<file path="src/rtl/bin2bcd_pkg.sv">
// Shared types and sizing helpers for the sequential binary-to-BCD converter.
// Optional leading-zero blanking output is enabled with macro BIN2BCD_LZB_EN.
package bin2bcd_pkg;

  typedef enum logic [1:0] {
    IDLE  = 2'd0,
    SHIFT = 2'd1,
    DONE  = 2'd2
  } state_t;

  function automatic int bcd_width(input int digits);
    return 4 * digits;
  endfunction

  // Counter must hold 0..BIN_W-1; keep at least one bit for degenerate widths.
  function automatic int cnt_width(input int bin_w);
    return (bin_w > 1) ? $clog2(bin_w) : 1;
  endfunction

endpackage

</file>
<file path="src/rtl/bcd_digit_adj.sv">
// Double-dabble digit correction: a BCD digit of 5 or more gets 3 added so
// that the following left shift carries correctly into the next digit.
module bcd_digit_adj (
  input  logic [3:0] din,
  output logic [3:0] dout
);

  // Per-digit add-3 correction, no carry into neighbouring digits
  always_comb begin
    dout = din;
    if (din >= 4'd5) begin
      dout = din + 4'd3;
    end else begin
      dout = din;
    end
  end

endmodule

</file>
<file path="src/rtl/bin2bcd_seq_ctrl.sv">
// Sequential binary-to-BCD converter, one input bit per clock, with
// valid/ready handshakes. Define BIN2BCD_LZB_EN to add the digit_en output.
module bin2bcd_seq_ctrl
  import bin2bcd_pkg::*;
#(
  parameter int BIN_W  = 14,
  parameter int DIGITS = 4
) (
  input  logic                  clk,
  input  logic                  rst,
  input  logic                  in_valid,
  output logic                  in_ready,
  input  logic [BIN_W-1:0]      bin,
  output logic                  out_valid,
  input  logic                  out_ready,
  output logic [4*DIGITS-1:0]   bcd,
  output logic                  ovf,
  output logic                  busy
`ifdef BIN2BCD_LZB_EN
  ,
  output logic [DIGITS-1:0]     digit_en
`endif
);

  localparam int BCD_W = bcd_width(DIGITS);
  localparam int CNT_W = cnt_width(BIN_W);
  localparam logic [CNT_W-1:0] CNT_LAST = CNT_W'(BIN_W - 1);

  state_t             state_r;
  state_t             next_state_s;
  logic [BIN_W-1:0]   shreg_r;
  logic [BCD_W-1:0]   bcd_r;
  logic [BCD_W-1:0]   adj_s;
  logic [BCD_W-1:0]   shift_bcd_s;
  logic [CNT_W-1:0]   cnt_r;
  logic               ovf_r;
  logic               in_ready_r;
  logic               out_valid_r;
  logic               busy_r;

  for (genvar g = 0; g < DIGITS; g++) begin : g_adj
    bcd_digit_adj u_adj (
      .din  (bcd_r[4*g +: 4]),
      .dout (adj_s[4*g +: 4])
    );
  end

  // The adjusted top bit is what falls off the accumulator on this shift.
  assign shift_bcd_s = {adj_s[BCD_W-2:0], shreg_r[BIN_W-1]};

  // Next-state decode
  always_comb begin
    next_state_s = state_r;
    case (state_r)
      IDLE: begin
        if (in_valid) begin
          next_state_s = SHIFT;
        end else begin
          next_state_s = IDLE;
        end
      end
      SHIFT: begin
        if (cnt_r == CNT_LAST) begin
          next_state_s = DONE;
        end else begin
          next_state_s = SHIFT;
        end
      end
      DONE: begin
        if (out_ready) begin
          next_state_s = IDLE;
        end else begin
          next_state_s = DONE;
        end
      end
      default: next_state_s = IDLE;
    endcase
  end

  // State, handshake flags and datapath registers
  always_ff @(posedge clk) begin
    if (rst) begin
      state_r     <= IDLE;
      in_ready_r  <= 1'b1;
      out_valid_r <= 1'b0;
      busy_r      <= 1'b0;
      shreg_r     <= '0;
      bcd_r       <= '0;
      cnt_r       <= '0;
      ovf_r       <= 1'b0;
    end else begin
      state_r     <= next_state_s;
      in_ready_r  <= (next_state_s == IDLE);
      out_valid_r <= (next_state_s == DONE);
      busy_r      <= (next_state_s == SHIFT);
      case (state_r)
        IDLE: begin
          if (in_valid) begin
            shreg_r <= bin;
            bcd_r   <= '0;
            cnt_r   <= '0;
            ovf_r   <= 1'b0;
          end
        end
        SHIFT: begin
          bcd_r   <= shift_bcd_s;
          shreg_r <= {shreg_r[BIN_W-2:0], 1'b0};
          ovf_r   <= ovf_r | adj_s[BCD_W-1];
          cnt_r   <= cnt_r + CNT_W'(1);
        end
        default: begin
        end
      endcase
    end
  end

  assign in_ready  = in_ready_r;
  assign out_valid = out_valid_r;
  assign busy      = busy_r;
  assign bcd       = bcd_r;
  assign ovf       = ovf_r;

`ifdef BIN2BCD_LZB_EN
  logic [DIGITS-1:0] digit_en_r;
  logic [DIGITS-1:0] digit_en_s;

  // A digit is shown if it or any more significant digit is nonzero
  always_comb begin
    logic any_s;
    any_s      = 1'b0;
    digit_en_s = '0;
    for (int k = DIGITS - 1; k >= 0; k--) begin
      any_s         = any_s | (shift_bcd_s[4*k +: 4] != 4'd0);
      digit_en_s[k] = any_s;
    end
    digit_en_s[0] = 1'b1;
  end

  // Capture the blanking mask together with the final shift
  always_ff @(posedge clk) begin
    if (rst) begin
      digit_en_r <= '0;
    end else if (state_r == IDLE && in_valid) begin
      digit_en_r <= '0;
    end else if (state_r == SHIFT && cnt_r == CNT_LAST) begin
      digit_en_r <= digit_en_s;
    end
  end

  assign digit_en = digit_en_r;
`endif

endmodule
</file>
<file path="config.mk">
export PLATFORM = sky130hd
export DESIGN_NAME = bin2bcd_seq_ctrl
export DESIGN_NICKNAME = d
export VERILOG_FILES = /design/src/rtl/bin2bcd_pkg.sv /design/src/rtl/bcd_digit_adj.sv /design/src/rtl/bin2bcd_seq_ctrl.sv
export SDC_FILE = /design/constraint.sdc
export NUM_CORES = 1
export LEC_CHECK = 0
export ABC_CLOCK_PERIOD_IN_PS = 2800
export CAP_MARGIN = 40
export CORE_MARGIN = 2
export CORE_UTILIZATION = 55
export CTS_BUF_LIST = sky130_fd_sc_hd__clkbuf_8
export DETAILED_ROUTE_END_ITERATION = 8
export GPL_ROUTABILITY_DRIVEN = 1
export PLACE_DENSITY = 0.93
export SETUP_SLACK_MARGIN = 0.02
export SYNTH_ARGS = -nofsm -noshare
export SYNTH_HDL_FRONTEND = slang
export SYNTH_SLANG_ARGS = --single-unit
</file>
<file path="constraint.sdc">
create_clock -name clk -period 2.8 [get_ports clk]
set_input_delay 0.56 -clock clk [delete_from_list [all_inputs] [get_ports clk]]
set_output_delay 0.56 -clock clk [all_outputs]
set_load 0.005 [all_outputs]
</file>
==> results of run 1 <==
power by group:
group	leakage, nW	internal, mW	switching [mW]	total [mW]
Sequential	0.327	0.594	0.0166	0.611
Clock	0.0642	0.351	0.199	0.550
Combinational	0.506	0.0816	0.0864	0.168
routing by layer:
| layer | up-vias | global-route usage, % |
|---|---|---|
| li1 | 965 | - |
| met1 | 943 | 33.26 |
| met2 | 73 | 42.00 |
| met3 | 13 | 6.303 |
| met4 | 0 | 9.694 |
| met5 | - | 0 |
flip-flops by register name, summed over array words and instances, names as in the netlist:
register   count
state_r        2
out_valid      1
in_ready       1
busy           1
bcd           16
cnt_r          4
shreg_r       14
ovf            1
through the flow:
| step | instances | utilization [%] | area (sq um) |
|---|---|---|---|
| after global routing | 327 | 71.98 | 2655 |
| after global placement | 319 | 68.18 | 2515 |
| final | 327 | 71.98 | 2655 |
| after floorplan | 246 | - | 2128 |
| after CTS | 327 | 71.98 | 2655 |
| after detailed placement | 320 | 68.49 | 2526 |
cells in the final DEF (no fill, tap or decap), types with 4 or more instances in the layout:
cell type        Yosys  layout
nand4_1              4       4
nand2b_1             4       4
nand3_1             17      17
nor2_1              19      19
buf_4                3       6
dfxtp_1             40      40
ha_1                10      10
nor2b_1             21      21
a21oi_1             24      24
o21a_1               6       6
o21ai_0              9       9
o2111ai_1            8       8
o211ai_1            10      10
nor4b_1              4       4
clkbuf_8             0       5
clkdlybuf4s50_1      0      37
o221a_2             12      12
inv_1               19      19
path summary, 6_finish.rpt:
check / from / endpoint / slack, ps / cells past startpoint
hold / removal: shreg_r[0]$_SDFFE_PP0P_ / shreg_r[0]$_SDFFE_PP0P_ / 480 / 2
setup / recovery: in_valid / bcd[1]$_SDFFE_PP0P_ / 860 / 4
setup reg to reg: bcd[8]$_SDFFE_PP0P_ / bcd[12]$_SDFFE_PP0P_ / 1180 / 5
hold reg to reg: shreg_r[0]$_SDFFE_PP0P_ / shreg_r[0]$_SDFFE_PP0P_ / 480 / 2
kinds of logic (layout without fill, tap and decap cells):
logic type,Yosys count,after routing,share of synthesized area [%]
AO/OA/AOI/OAI,79,79,27.22
adder cells (fa/ha/maj),10,10,5.879
AND/OR/NAND/NOR,79,79,21.34
buffers and inverters,37,70,7.525
XOR/XNOR,1,1,0.4116
flip-flops,40,40,37.63
worst max-delay path: stages:
cell and delay (ps):
clkdlybuf4s50_1 680, or3b_1 560, nand4_1 190, o211ai_1 110
final cells by class:
class / instances / area, sq um / area share [%]
clock buffer: 5 / 68.82 / 2.592
clock inverter: 2 / 60.06 / 2.262
inverter: 19 / 71.32 / 2.686
multi-input combinational: 169 / 1167 / 43.97
sequential: 40 / 800.8 / 30.16
tap: 48 / 60.06 / 2.262
timing repair buffer: 44 / 426.7 / 16.07
==> run summary, run 1 <==
The first routing iteration left 176 violations. For this run, the post-layout net count is 307. The most common flop cell mapped by yosys was dfxtp_1. The tools report the buffer levels on the longest clock path as 2.

The flow ran to the end, and the final reports show no timing, DRC or antenna violations. During placement, the flow inserted port buffers numbering 37. Number of global-route vias before repair: 1843. The count of final hold-check violations is 0, and the number of buffers created by CTS is 5. The cell at the root of the clock tree was clkbuf_8. Sum of met3 wire segment lengths after detailed routing: 292 um. The instance count of the mapped netlist is 246, and the y dimension of the die is 66.21 um. The synthesized netlist contains 34 unique library cells.

Die outline area: 0.004383 sq mm. The count of H-tree levels built during CTS is 2. After synthesis, the cell types taking the most area are dfxtp_1 (38%), o221a_2 (6.3%), nor2b_1 (6.2%), ha_1 (5.9%), a21oi_1 (5.6%). The first global-routing pass estimated 8645 um of wire.

The worst setup path is captured at a register. STA puts the critical path data arrival time at 2100 ps. The post-CTS setup-driven buffer insertion count is 0, and the peak fanout along the critical path is 11. The Yosys step of the flow raised 0 warnings.

The run gives 57.70% as the initial core utilization. Gates resized during post-CTS repair numbered 0. CTS saw 40 sinks.

Power spread over the standard cell area amounts to 500.6 mW/mm^2. TritonCTS built the clock tree. The wire length per cell after detailed routing is 16.16 um, and the transition time of the tightest slew-check pin is 744.1 ps. The routed design uses 2634 um of met2 wire. dfxtp_1 takes more of the synthesized area than any other cell. For this block, wires on met1 add up to 2257 um. The number of nets in the synthesized netlist was 274; the shortest clock period the worst path allows after layout was 1939 ps. Summing internal, switching and leakage power gives 1.329 mW. The final worst slack was 861.5 ps.

The commonest cells after synthesis are dfxtp_1 (40), a21oi_1 (24), nor2b_1 (21), inv_1 (19), nor2_1 (19). The logs give 0 for the number of endpoints failing setup at the final stage and 586.4 ps for the worst setup slack before clock tree synthesis. IR analysis of the VDD net gives a maximum drop of 283.3 uV. Of the synthesized area, sequential elements account for 37.62%.

The tools report the sum of negative setup slack as 0 ps. The worst pin sits at a relative slew slack of 50.29%. For this run, the top clock speed supported by timing is 515.9 MHz. The post-detailed-route via-to-cell ratio was 6.098. The run gives 0 as the number of hold-repair buffers added at the cts stage.

The worst setup path is launched from an input pin. For the number of antenna violations at the first check in global routing, the log shows 0. In this run the biggest area consumer among cell types represents 37.62% of the synthesized area.

The tools report the count of maximum capacitance violations as 0. Setup repair after global routing left no endpoint under its margin. The path class of the tightest hold or removal check is register to register.

The clock transition at the registers of the reported paths was 80 ps. The die is 66.21 um wide. For this run the aggregate overflow at the end of global routing stands at 0. The clock reaches the later pin of the worst-skew pair after 300 ps. The tools report the number of nets with antenna violations after detailed routing as 0.

The floorplan has 22 rows. The top layer used by detailed routing is met4. The routed wire length was 5284 um. On the final layout, the worst clock skew is 4.871 ps.

Before antenna repair, the detailed router went through 4 iterations. The critical path class is input pin to register. The core footprint is 0.003689 sq mm. The critical path data required time came out at 2970 ps.

The number of top-level pins was 38. The estimated wirelength of the detail-placed design was 3491 um; the area added between synthesis and finish was 24.75%. The synthesized design contains 0 enable-type register cells. The share of the cycle needed by the critical path after routing came out at 69.23%. In this run, synthesis produced a sequential element count of 40. After synthesis, the share of flip-flops with an asynchronous set or reset is 0%.

The synthesized area was 0.002128 sq mm. The leading cell type by number of instances after synthesis is dfxtp_1. Across all hold checks on the routed design, the worst slack comes to 482.0 ps. The analysis attributes to cell leakage a power of 0.8974 nW. The number of antenna diodes in the final layout is 0. The pin count of the biggest net entering global routing is 36, and the global placer's final weighted congestion is 0.7960.

Dividing the synthesized area by the synthesized cell count gives 8.652 sq um. The detailed router placed 1994 vias in this run. The count of pins over their slew limit was 0. The layout has 289 filler cells.

The final routed DRC violation total came out at 0. In the global route stage, overall resource usage came out at 25.95%. Fraction of layout cells with a size suffix above 1: 10.75%.
No activity file was read; power rests on OpenSTA's default activity.
==> run 2: changes to the inputs <==
--- a/config.mk
+++ b/config.mk
@@ -5,14 +5,14 @@
 export SDC_FILE = /design/constraint.sdc
 export NUM_CORES = 1
 export LEC_CHECK = 0
-export ABC_CLOCK_PERIOD_IN_PS = 2800
+export ABC_CLOCK_PERIOD_IN_PS = 1600
 export CAP_MARGIN = 40
 export CORE_MARGIN = 2
-export CORE_UTILIZATION = 55
+export CORE_UTILIZATION = 49
 export CTS_BUF_LIST = sky130_fd_sc_hd__clkbuf_8
 export DETAILED_ROUTE_END_ITERATION = 8
 export GPL_ROUTABILITY_DRIVEN = 1
-export PLACE_DENSITY = 0.93
+export PLACE_DENSITY = 0.88
 export SETUP_SLACK_MARGIN = 0.02
 export SYNTH_ARGS = -nofsm -noshare
 export SYNTH_HDL_FRONTEND = slang
==> constraint.sdc (replaced) <==
create_clock -name clk -period 1.6 [get_ports clk]
set_input_delay 0.32 -clock clk [delete_from_list [all_inputs] [get_ports clk]]
set_output_delay 0.32 -clock clk [all_outputs]
set_load 0.005 [all_outputs]
==> run 2 against run 1 <==
Effect of this change: wire length decreased by 2.9%; final cell count grew 5.8%; clock power is 25% higher; register-to-register slack got worse by 1100 ps; non-clock buffer count rose by 16; via count increased by 1.1%; die area rose by 11%; sequential power rose by 75%; sequential share of layout area fell by 0.74 points; design area increased by 4.1%; critical path depth down 3; highest routed layer unchanged.
==> run summary, run 2 (same netlist as run 1, synthesis figures left out) <==
The count of pins over their slew limit is 0 (unchanged). Flip-flop count of the largest register after layout: 16 (unchanged). The transition time of the tightest slew-check pin works out to 365.3 ps (was 744.1 ps).

The logs give 4 (unchanged) for the iteration count of the initial detailed-routing pass and 5130 um (was 5284 um) for the routed wire length. The run gives 653.8 MHz as the maximum clock frequency. Start of the worst register-to-register path: bcd[8]$_SDFFE_PP0P_ (unchanged). Endpoint of the lowest-slack register-to-register path: bcd[12]$_SDFFE_PP0P_ (unchanged). The register-to-register setup slack is 120 ps (was 1180 ps), and the delay of the slowest cell on the worst path is 520 ps (was 680 ps).

The logs give 0 (unchanged) for the final routed DRC violation total and 0 (unchanged) for the number of antenna violations at the first check in global routing. The run gives 323 (was 307) as the net count of the finished layout. The tools report the number of buffers created by CTS as 5 (unchanged). Wire length of the first global-routing pass: 8921 um (was 8645 um).

The destination of the critical timing path is bcd[11] (was bcd[1]$_SDFFE_PP0P_). Cell at the slowest stage of the critical path: clkdlybuf4s50_1 (unchanged). The logs give 0 (unchanged) for the number of nets with antenna violations after detailed routing and 0 (unchanged) for the count of maximum capacitance violations.

The type of destination of the critical path is an output pin (was a register). The power density normalized to cell area is 750.7 mW/mm^2 (was 500.6 mW/mm^2), and the count of H-tree levels built during CTS is 2 (unchanged). The gate family responsible for the most delay along the worst path was buffers and inverters (was simple AND/OR/NAND/NOR gates).

The clock skew was 3.963 ps (was 4.871 ps); the final worst slack was 70.48 ps (was 861.5 ps). The clock share of power was 33.2% (was 41.4%); the depth of the critical timing path with buffers and inverters included was 1 (was 4). Share of total power in sequential cells: 51.7% (was 46.0%). The clock transition at the registers of the reported paths was 80 ps (about the same); the number of top-level pins was 38 (unchanged).

The relative max-transition margin is 75.61% (was 50.29%). The run gives 52.08% (was 57.70%) as the initial core utilization. The flow ran to the end, and the final reports show no timing, DRC or antenna violations.

Cell at the root of the clock tree: clkbuf_8 (unchanged). The latest clock arrival within the worst-skew pair is 290 ps (was 300 ps), and the share of the cycle needed by the critical path after routing is 95.60%. The core footprint was 0.004086 sq mm (was 0.003689 sq mm); the cell area after placement was 0.002658 sq mm (was 0.002526 sq mm). The critical path class is register to output pin (was input pin to register). Commonest cells after routing, fill and taps aside: clkdlybuf4s50_1 (31), dfxtp_1 (30), a21oi_1 (24) (was dfxtp_1 (40), clkdlybuf4s50_1 (37), a21oi_1 (24)). The wire length per cell after detailed routing is 14.83 um (was 16.16 um), and the buffer levels on the longest clock path is 2 (unchanged).

The worst setup path startpoint was bcd[11]$_SDFFE_PP0P_ (was in_valid). For the worst setup slack before clock tree synthesis, the log shows -66.77 ps (was 586.4 ps). The via count is 2015 (was 1994). Most common library cell in the layout ignoring fill and taps: clkdlybuf4s50_1 (was dfxtp_1). The run gives 0 (unchanged) as the number of endpoints failing setup at the final stage. Count of routing violations after the opening detailed-route iteration: 183 (was 176). The pin count of the biggest net entering global routing is 19 (was 36), and the number of cells on the worst reg-to-reg path is 5 (unchanged).

The post-CTS setup-driven buffer insertion count came out at 0 (unchanged). The startpoint kind of the worst setup timing path is a register (was an input pin). The run gives 1280 ps (was 2970 ps) as the critical path data required time.

Setup repair after global routing left no endpoint under its margin. The tools report the final-layout fill cell count as 311 (was 289). The global route total overflow is 0 (unchanged). Sequence of cells on the critical path: clkdlybuf4s50_1 (was clkdlybuf4s50_1, or3b_1, nand4_1, o211ai_1).

The logs give 3633 um (was 3491 um) for the estimated wirelength of the detail-placed design and 23 (was 22) for the number of rows created at floorplan. The part of the power in combinational logic came out at 15.1% (was 12.6%). The number of clock sinks is 40 (unchanged). Classification of the worst-slack hold path: register to register (unchanged).

The area taken by multi-input logic gates is 0.001167 sq mm (unchanged), and the final instance area is 0.002764 sq mm (was 0.002655 sq mm). TritonCTS built the clock tree. The shortest clock period the worst path allows after layout came out at 1530 ps. The tools report the antenna diode instance count as 0 (unchanged).

The number of global-route vias before repair is 1864 (was 1843). The tools report the cell leakage power as 1.049 nW (was 0.8974 nW). The number of hold-repair buffers added at the cts stage is 0 (unchanged).

The global placer's final weighted congestion was 0.8589 (was 0.7960). The combined buffer and inverter count along the critical path was 1 (unchanged); the y dimension of the die was 69.91 um (was 66.21 um). The post-detailed-route via-to-cell ratio is 5.824 (was 6.098), and the count of buffers inserted at the top-level ports is 37 (unchanged). The logs give 0 (unchanged) for the count of final hold-check violations and 414.9 uV (was 283.3 uV) for the peak supply drop. The combined global-route utilization of all metal layers is 22.39% (was 25.95%). Chip width: 69.91 um (was 66.21 um). The internal power summed over all cells was 1.542 mW (was 1.027 mW); the switching power summed over all nets was 0.5325 mW (was 0.3024 mW).

The area added between synthesis and finish was 29.86% (was 24.75%); the switching power share of the total was 25.67% (was 22.75%). The tools report the data arrival time of the worst path as 1210 ps (was 2100 ps). The peak fanout along the critical path was 5 (was 11). The footprint of the flip-flops and latches was 813.3 sq um (was 800.8 sq um); the fraction of layout cells with a size suffix above 1 was 18.58% (was 10.75%).

The sum of negative setup slack came out at 0 ps (unchanged). The die outline area came out at 0.004887 sq mm (was 0.004383 sq mm).
run 2: cell count changes in the layout (fill, tap and decap cells not counted), sizes merged:
cell / change
dlygate4sd2: +3
clkdlybuf4s50: -6
buf: +16
dlymetal6s2s: +3
clkbuf: +1
inv: +2
bufinv: -2
run 2: worst min-delay path by stage:
stage / start / endpoint / slack, ps / cells past startpoint
global route: ovf$_SDFFE_PP0P_ / ovf$_SDFFE_PP0P_ / 500 / 2
floorplan: shreg_r[13]$_SDFFE_PP0P_ / shreg_r[13]$_SDFFE_PP0P_ / 440 / 2
global placement: shreg_r[0]$_SDFFE_PP0P_ / shreg_r[0]$_SDFFE_PP0P_ / 460 / 2
CTS: ovf$_SDFFE_PP0P_ / ovf$_SDFFE_PP0P_ / 480 / 2
finish: ovf$_SDFFE_PP0P_ / ovf$_SDFFE_PP0P_ / 480 / 2
detailed placement: ovf$_SDFFE_PP0P_ / ovf$_SDFFE_PP0P_ / 470 / 2
run 2: metal layers:
| layer | share of wire, % | wire (um) | vias up | track usage [%] |
|---|---|---|---|---|
| met3 | 4.7 | 240 | 11 | 4.762 |
| li1 | - | - | 1001 | - |
| met5 | 0 | 0 | - | 0 |
| met4 | 2.2 | 114 | 0 | 9.615 |
| met2 | 47 | 2407 | 50 | 34.50 |
| met1 | 46 | 2368 | 953 | 30.25 |
run 2: cell type report:
type	instances	area share (%)
multi-input cells	169	42.24
clock buffers	6	2.988
flip-flops and latches	40	29.43
repair buffers	60	20.24
inverters	19	2.580
well taps	50	2.263
clock inverters	2	0.2716
run 2: power groups by stage:
stage               Sequential [mW]  Clock, mW  Combinational (mW)
global route                   1.08      0.732               0.346
CTS                            1.07      0.697               0.312
detailed placement             1.09          0               0.312
floorplan                      1.08          0               0.197
global placement               1.09          0               0.306
finish                         1.07      0.688               0.313
run 2: per-stage QoR:
step	total power, mW	instances	hold slack, ps	utilization (%)
2_1_floorplan	1.280	246	440.7	-
3_3_place_gp	1.400	338	459.3	65.03
3_5_place_dp	1.406	338	469.2	65.03
4_1_cts	2.081	346	479.6	67.24
5_1_grt	2.156	346	496.4	67.64
6_report	2.075	346	477.1	67.64
run 2: repair_timing:
item                       in CTS  in global routing
pin swaps                       0                  0
setup endpoints to repair       6                  8
resized for setup               6                 10
==> run 3: changes to the inputs <==
--- a/config.mk
+++ b/config.mk
@@ -8,11 +8,12 @@
 export ABC_CLOCK_PERIOD_IN_PS = 1600
 export CAP_MARGIN = 40
 export CORE_MARGIN = 2
-export CORE_UTILIZATION = 49
+export CORE_UTILIZATION = 55
 export CTS_BUF_LIST = sky130_fd_sc_hd__clkbuf_8
 export DETAILED_ROUTE_END_ITERATION = 8
+export DONT_BUFFER_PORTS = 1
 export GPL_ROUTABILITY_DRIVEN = 1
-export PLACE_DENSITY = 0.88
+export PLACE_DENSITY = 0.83
 export SETUP_SLACK_MARGIN = 0.02
 export SYNTH_ARGS = -nofsm -noshare
 export SYNTH_HDL_FRONTEND = slang
==> run 3 against run 2 <==
Effect of this change: global-route usage up 1.7 points; clock skew up 2.4 ps; count of clock-buffer cells in the layout down 1; worst setup slack better by 90 ps; critical endpoint is now bcd[12]$_SDFFE_PP0P_; largest power group unchanged.
==> run summary, run 3 (same netlist as run 1, synthesis figures left out) <==
For the peak supply drop, the log shows 548.0 uV (was 414.9 uV). Part of the power in combinational logic: 10.8% (was 15.1%). For the clock skew, the log shows 6.359 ps (was 3.963 ps).

Share of total power in sequential cells: 50.1% (was 51.7%). TritonCTS built the clock tree. The post-CTS setup-driven buffer insertion count came out at 0 (unchanged). The run gives 1830 ps (was 1280 ps) as the critical path data required time. Sum of negative setup slack: 0 ps (unchanged). The number of rows created at floorplan was 22 (was 23); the combined buffer and inverter count along the critical path was 1 (unchanged).

The most common library cell in the layout ignoring fill and taps was dfxtp_1 (was clkdlybuf4s50_1). Post-detailed-route via-to-cell ratio: 6.166 (was 5.824). For the count of routing violations after the opening detailed-route iteration, the log shows 163 (was 183).

Classification of the worst-slack hold path: input pin to register (was register to register). Type of destination of the critical path: a register (was an output pin). Setup repair after global routing left no endpoint under its margin.

The flip-flop count of the largest register after layout was 16 (unchanged). The tools report the latest clock arrival within the worst-skew pair as 300 ps (was 290 ps). Sequence of cells on the critical path: inv_1, ha_1, nor2b_1, or4_1, a21oi_1 (was clkdlybuf4s50_1). The relative max-transition margin was 61.37% (was 75.61%); the transition time of the tightest slew-check pin was 579.1 ps (was 365.3 ps). The run finished with clean final reports. The routed wire length came out at 4597 um (was 5130 um). The peak fanout along the critical path came out at 4 (was 5). Commonest cells after routing, fill and taps aside: dfxtp_1 (40), a21oi_1 (24), nor2b_1 (21) (was clkdlybuf4s50_1 (31), dfxtp_1 (30), a21oi_1 (24)). Cell at the slowest stage of the critical path: or4_1 (was clkdlybuf4s50_1). Number of buffers created by CTS: 5 (unchanged). The run gives 3168 um (was 3633 um) as the estimated wirelength of the detail-placed design. The logs give 0 (unchanged) for the antenna diode instance count and 0.003689 sq mm (was 0.004086 sq mm) for the core footprint. The count of pins over their slew limit was 0 (unchanged). The run gives 4 (unchanged) as the iteration count of the initial detailed-routing pass. The number of top-level pins came out at 38 (unchanged). The run gives 2 (unchanged) as the buffer levels on the longest clock path. The area taken by multi-input logic gates was 0.001167 sq mm (unchanged); the clock transition at the registers of the reported paths was 80 ps (about the same).

The number of endpoints failing setup at the final stage came out at 0 (unchanged). The global placer's final weighted congestion is 0.8650 (was 0.8589). Worst setup slack before clock tree synthesis: 196.7 ps (was -66.77 ps). The post-cts gate resize count is 0 (was 6). The number of hold-repair buffers added at the cts stage is 0 (unchanged). The chip width is 66.21 um (was 69.91 um). The tools report the switching power summed over all nets as 0.5206 mW (was 0.5325 mW). The tools report the count of H-tree levels built during CTS as 2 (unchanged). The run gives 302 (was 346) as the number of standard cells in the final layout excluding fillers. The switching power share of the total came out at 24.37% (was 25.67%). Count of buffers inserted at the top-level ports: 0 (was 37). The gate family responsible for the most delay along the worst path is simple AND/OR/NAND/NOR gates (was buffers and inverters). The final-layout fill cell count is 327 (was 311). The startpoint kind of the worst setup timing path was a register (unchanged). The number of antenna violations at the first check in global routing is 0 (unchanged), and the cell leakage power is 0.8152 nW (was 1.049 nW). The run gives 39.2% (was 33.2%) as the clock share of power. The delay of the slowest cell on the worst path was 470 ps (was 520 ps); the number of cells after detailed placement was 294 (was 338). The tools report the pin count of the biggest net entering global routing as 30 (was 19). The share of the cycle needed by the critical path after routing was 89.95% (was 95.60%); the combined global-route utilization of all metal layers was 24.11% (was 22.39%). Critical path class: register to register (was register to output pin). The number of nets with antenna violations after detailed routing came out at 0 (unchanged).

The number of clock sinks came out at 40 (unchanged). The tools report the wire length of the first global-routing pass as 8142 um (was 8921 um). The wire length per cell after detailed routing was 15.22 um (was 14.83 um). The final cell utilization of the core was 63.74% (was 67.64%); the internal power summed over all cells was 1.615 mW (was 1.542 mW). The run gives 0 (unchanged) as the final routed DRC violation total. The footprint of the flip-flops and latches is 800.8 sq um (was 813.3 sq um), and the register-to-register setup slack is 160 ps (was 120 ps). The data arrival time of the worst path is 1670 ps (was 1210 ps), and the shortest clock period the worst path allows after layout is 1439 ps (was 1530 ps). The area added between synthesis and finish is 10.46% (was 29.86%). The count of maximum capacitance violations was 0 (unchanged). The power density normalized to cell area came out at 908.5 mW/mm^2 (was 750.7 mW/mm^2).

The logs give 57.70% (was 52.08%) for the initial core utilization and 281 (was 323) for the net count of the finished layout. The count of final hold-check violations was 0 (unchanged); the via count was 1862 (was 2015). The fraction of layout cells with a size suffix above 1 came out at 16.54% (was 18.58%).

The tools report the final worst slack as 160.8 ps (was 70.48 ps). For the number of global-route vias before repair, the log shows 1838 (was 1864). The maximum clock frequency is 694.8 MHz (was 653.8 MHz), and the die outline area is 0.004383 sq mm (was 0.004887 sq mm). The cell at the root of the clock tree is clkbuf_8 (unchanged). The y dimension of the die was 66.21 um (was 69.91 um); the global route total overflow was 0 (unchanged).
-- run 3: changes by cell type in the layout (fill, tap and decap cells not counted), moves of 3 or more --
cell	before	now
dlymetal6s2s_1	3	0
dfxtp_1	30	40
dlygate4sd2_1	3	0
dfxtp_2	10	0
clkdlybuf4s50_1	31	0
buf_4	22	18
-- run 3: worst paths after layout --
path                                                end  depth (start not counted)               startpoint
worst min-delay path            shreg_r[0]$_SDFFE_PP0P_                          1                      rst
worst max-delay path               bcd[12]$_SDFFE_PP0P_                          5      bcd[8]$_SDFFE_PP0P_
worst max register to register     bcd[12]$_SDFFE_PP0P_                          5      bcd[8]$_SDFFE_PP0P_
worst min register to register  shreg_r[0]$_SDFFE_PP0P_                          2  shreg_r[0]$_SDFFE_PP0P_
-- run 3: area by class of cell --
type | instances | area share, %
multi-input combinational | 169 | 49.65
timing repair buffer | 18 | 5.748
clock inverter | 3 | 2.022
sequential | 40 | 34.06
clock buffer | 5 | 2.927
inverter | 19 | 3.034
tap | 48 | 2.555
-- run 3: worst register-to-register path, delay by kind of cell (launching register included) --
family / cells / cell delay, ps
simple gates: 2 / 640
compound gates: 1 / 130
buf+inv: 1 / 60
fa+ha+maj: 1 / 220
flops: 1 / 340
-- run 3: power groups by stage --
stage / registers [mW] / logic [mW] / clock network [mW]
2_1_floorplan: 1.08 / 0.197 / 0
3_3_place_gp: 1.09 / 0.225 / 0
3_5_place_dp: 1.09 / 0.228 / 0
4_1_cts: 1.07 / 0.230 / 0.856
5_1_grt: 1.08 / 0.261 / 0.901
6_report: 1.07 / 0.230 / 0.837
-- run 3: metrics by stage --
step	hold WS (ps)	power [mW]	area (sq um)
after floorplan	440.7	1.280	2128
after global placement	392.7	1.316	2235
after detailed placement	394.3	1.319	2235
after CTS	74.31	2.155	2351
after global routing	63.14	2.238	2351
final	76.42	2.136	2351
-- run 3: layer usage --
metal,up-vias,share of wire (%),wire length (um),track usage [%]
li1,917,-,-,-
met1,886,44,2022,28.99
met2,52,48,2198,40.13
met3,7,6.7,306,6.644
met4,0,1.5,70,10.20
met5,-,0,0,0
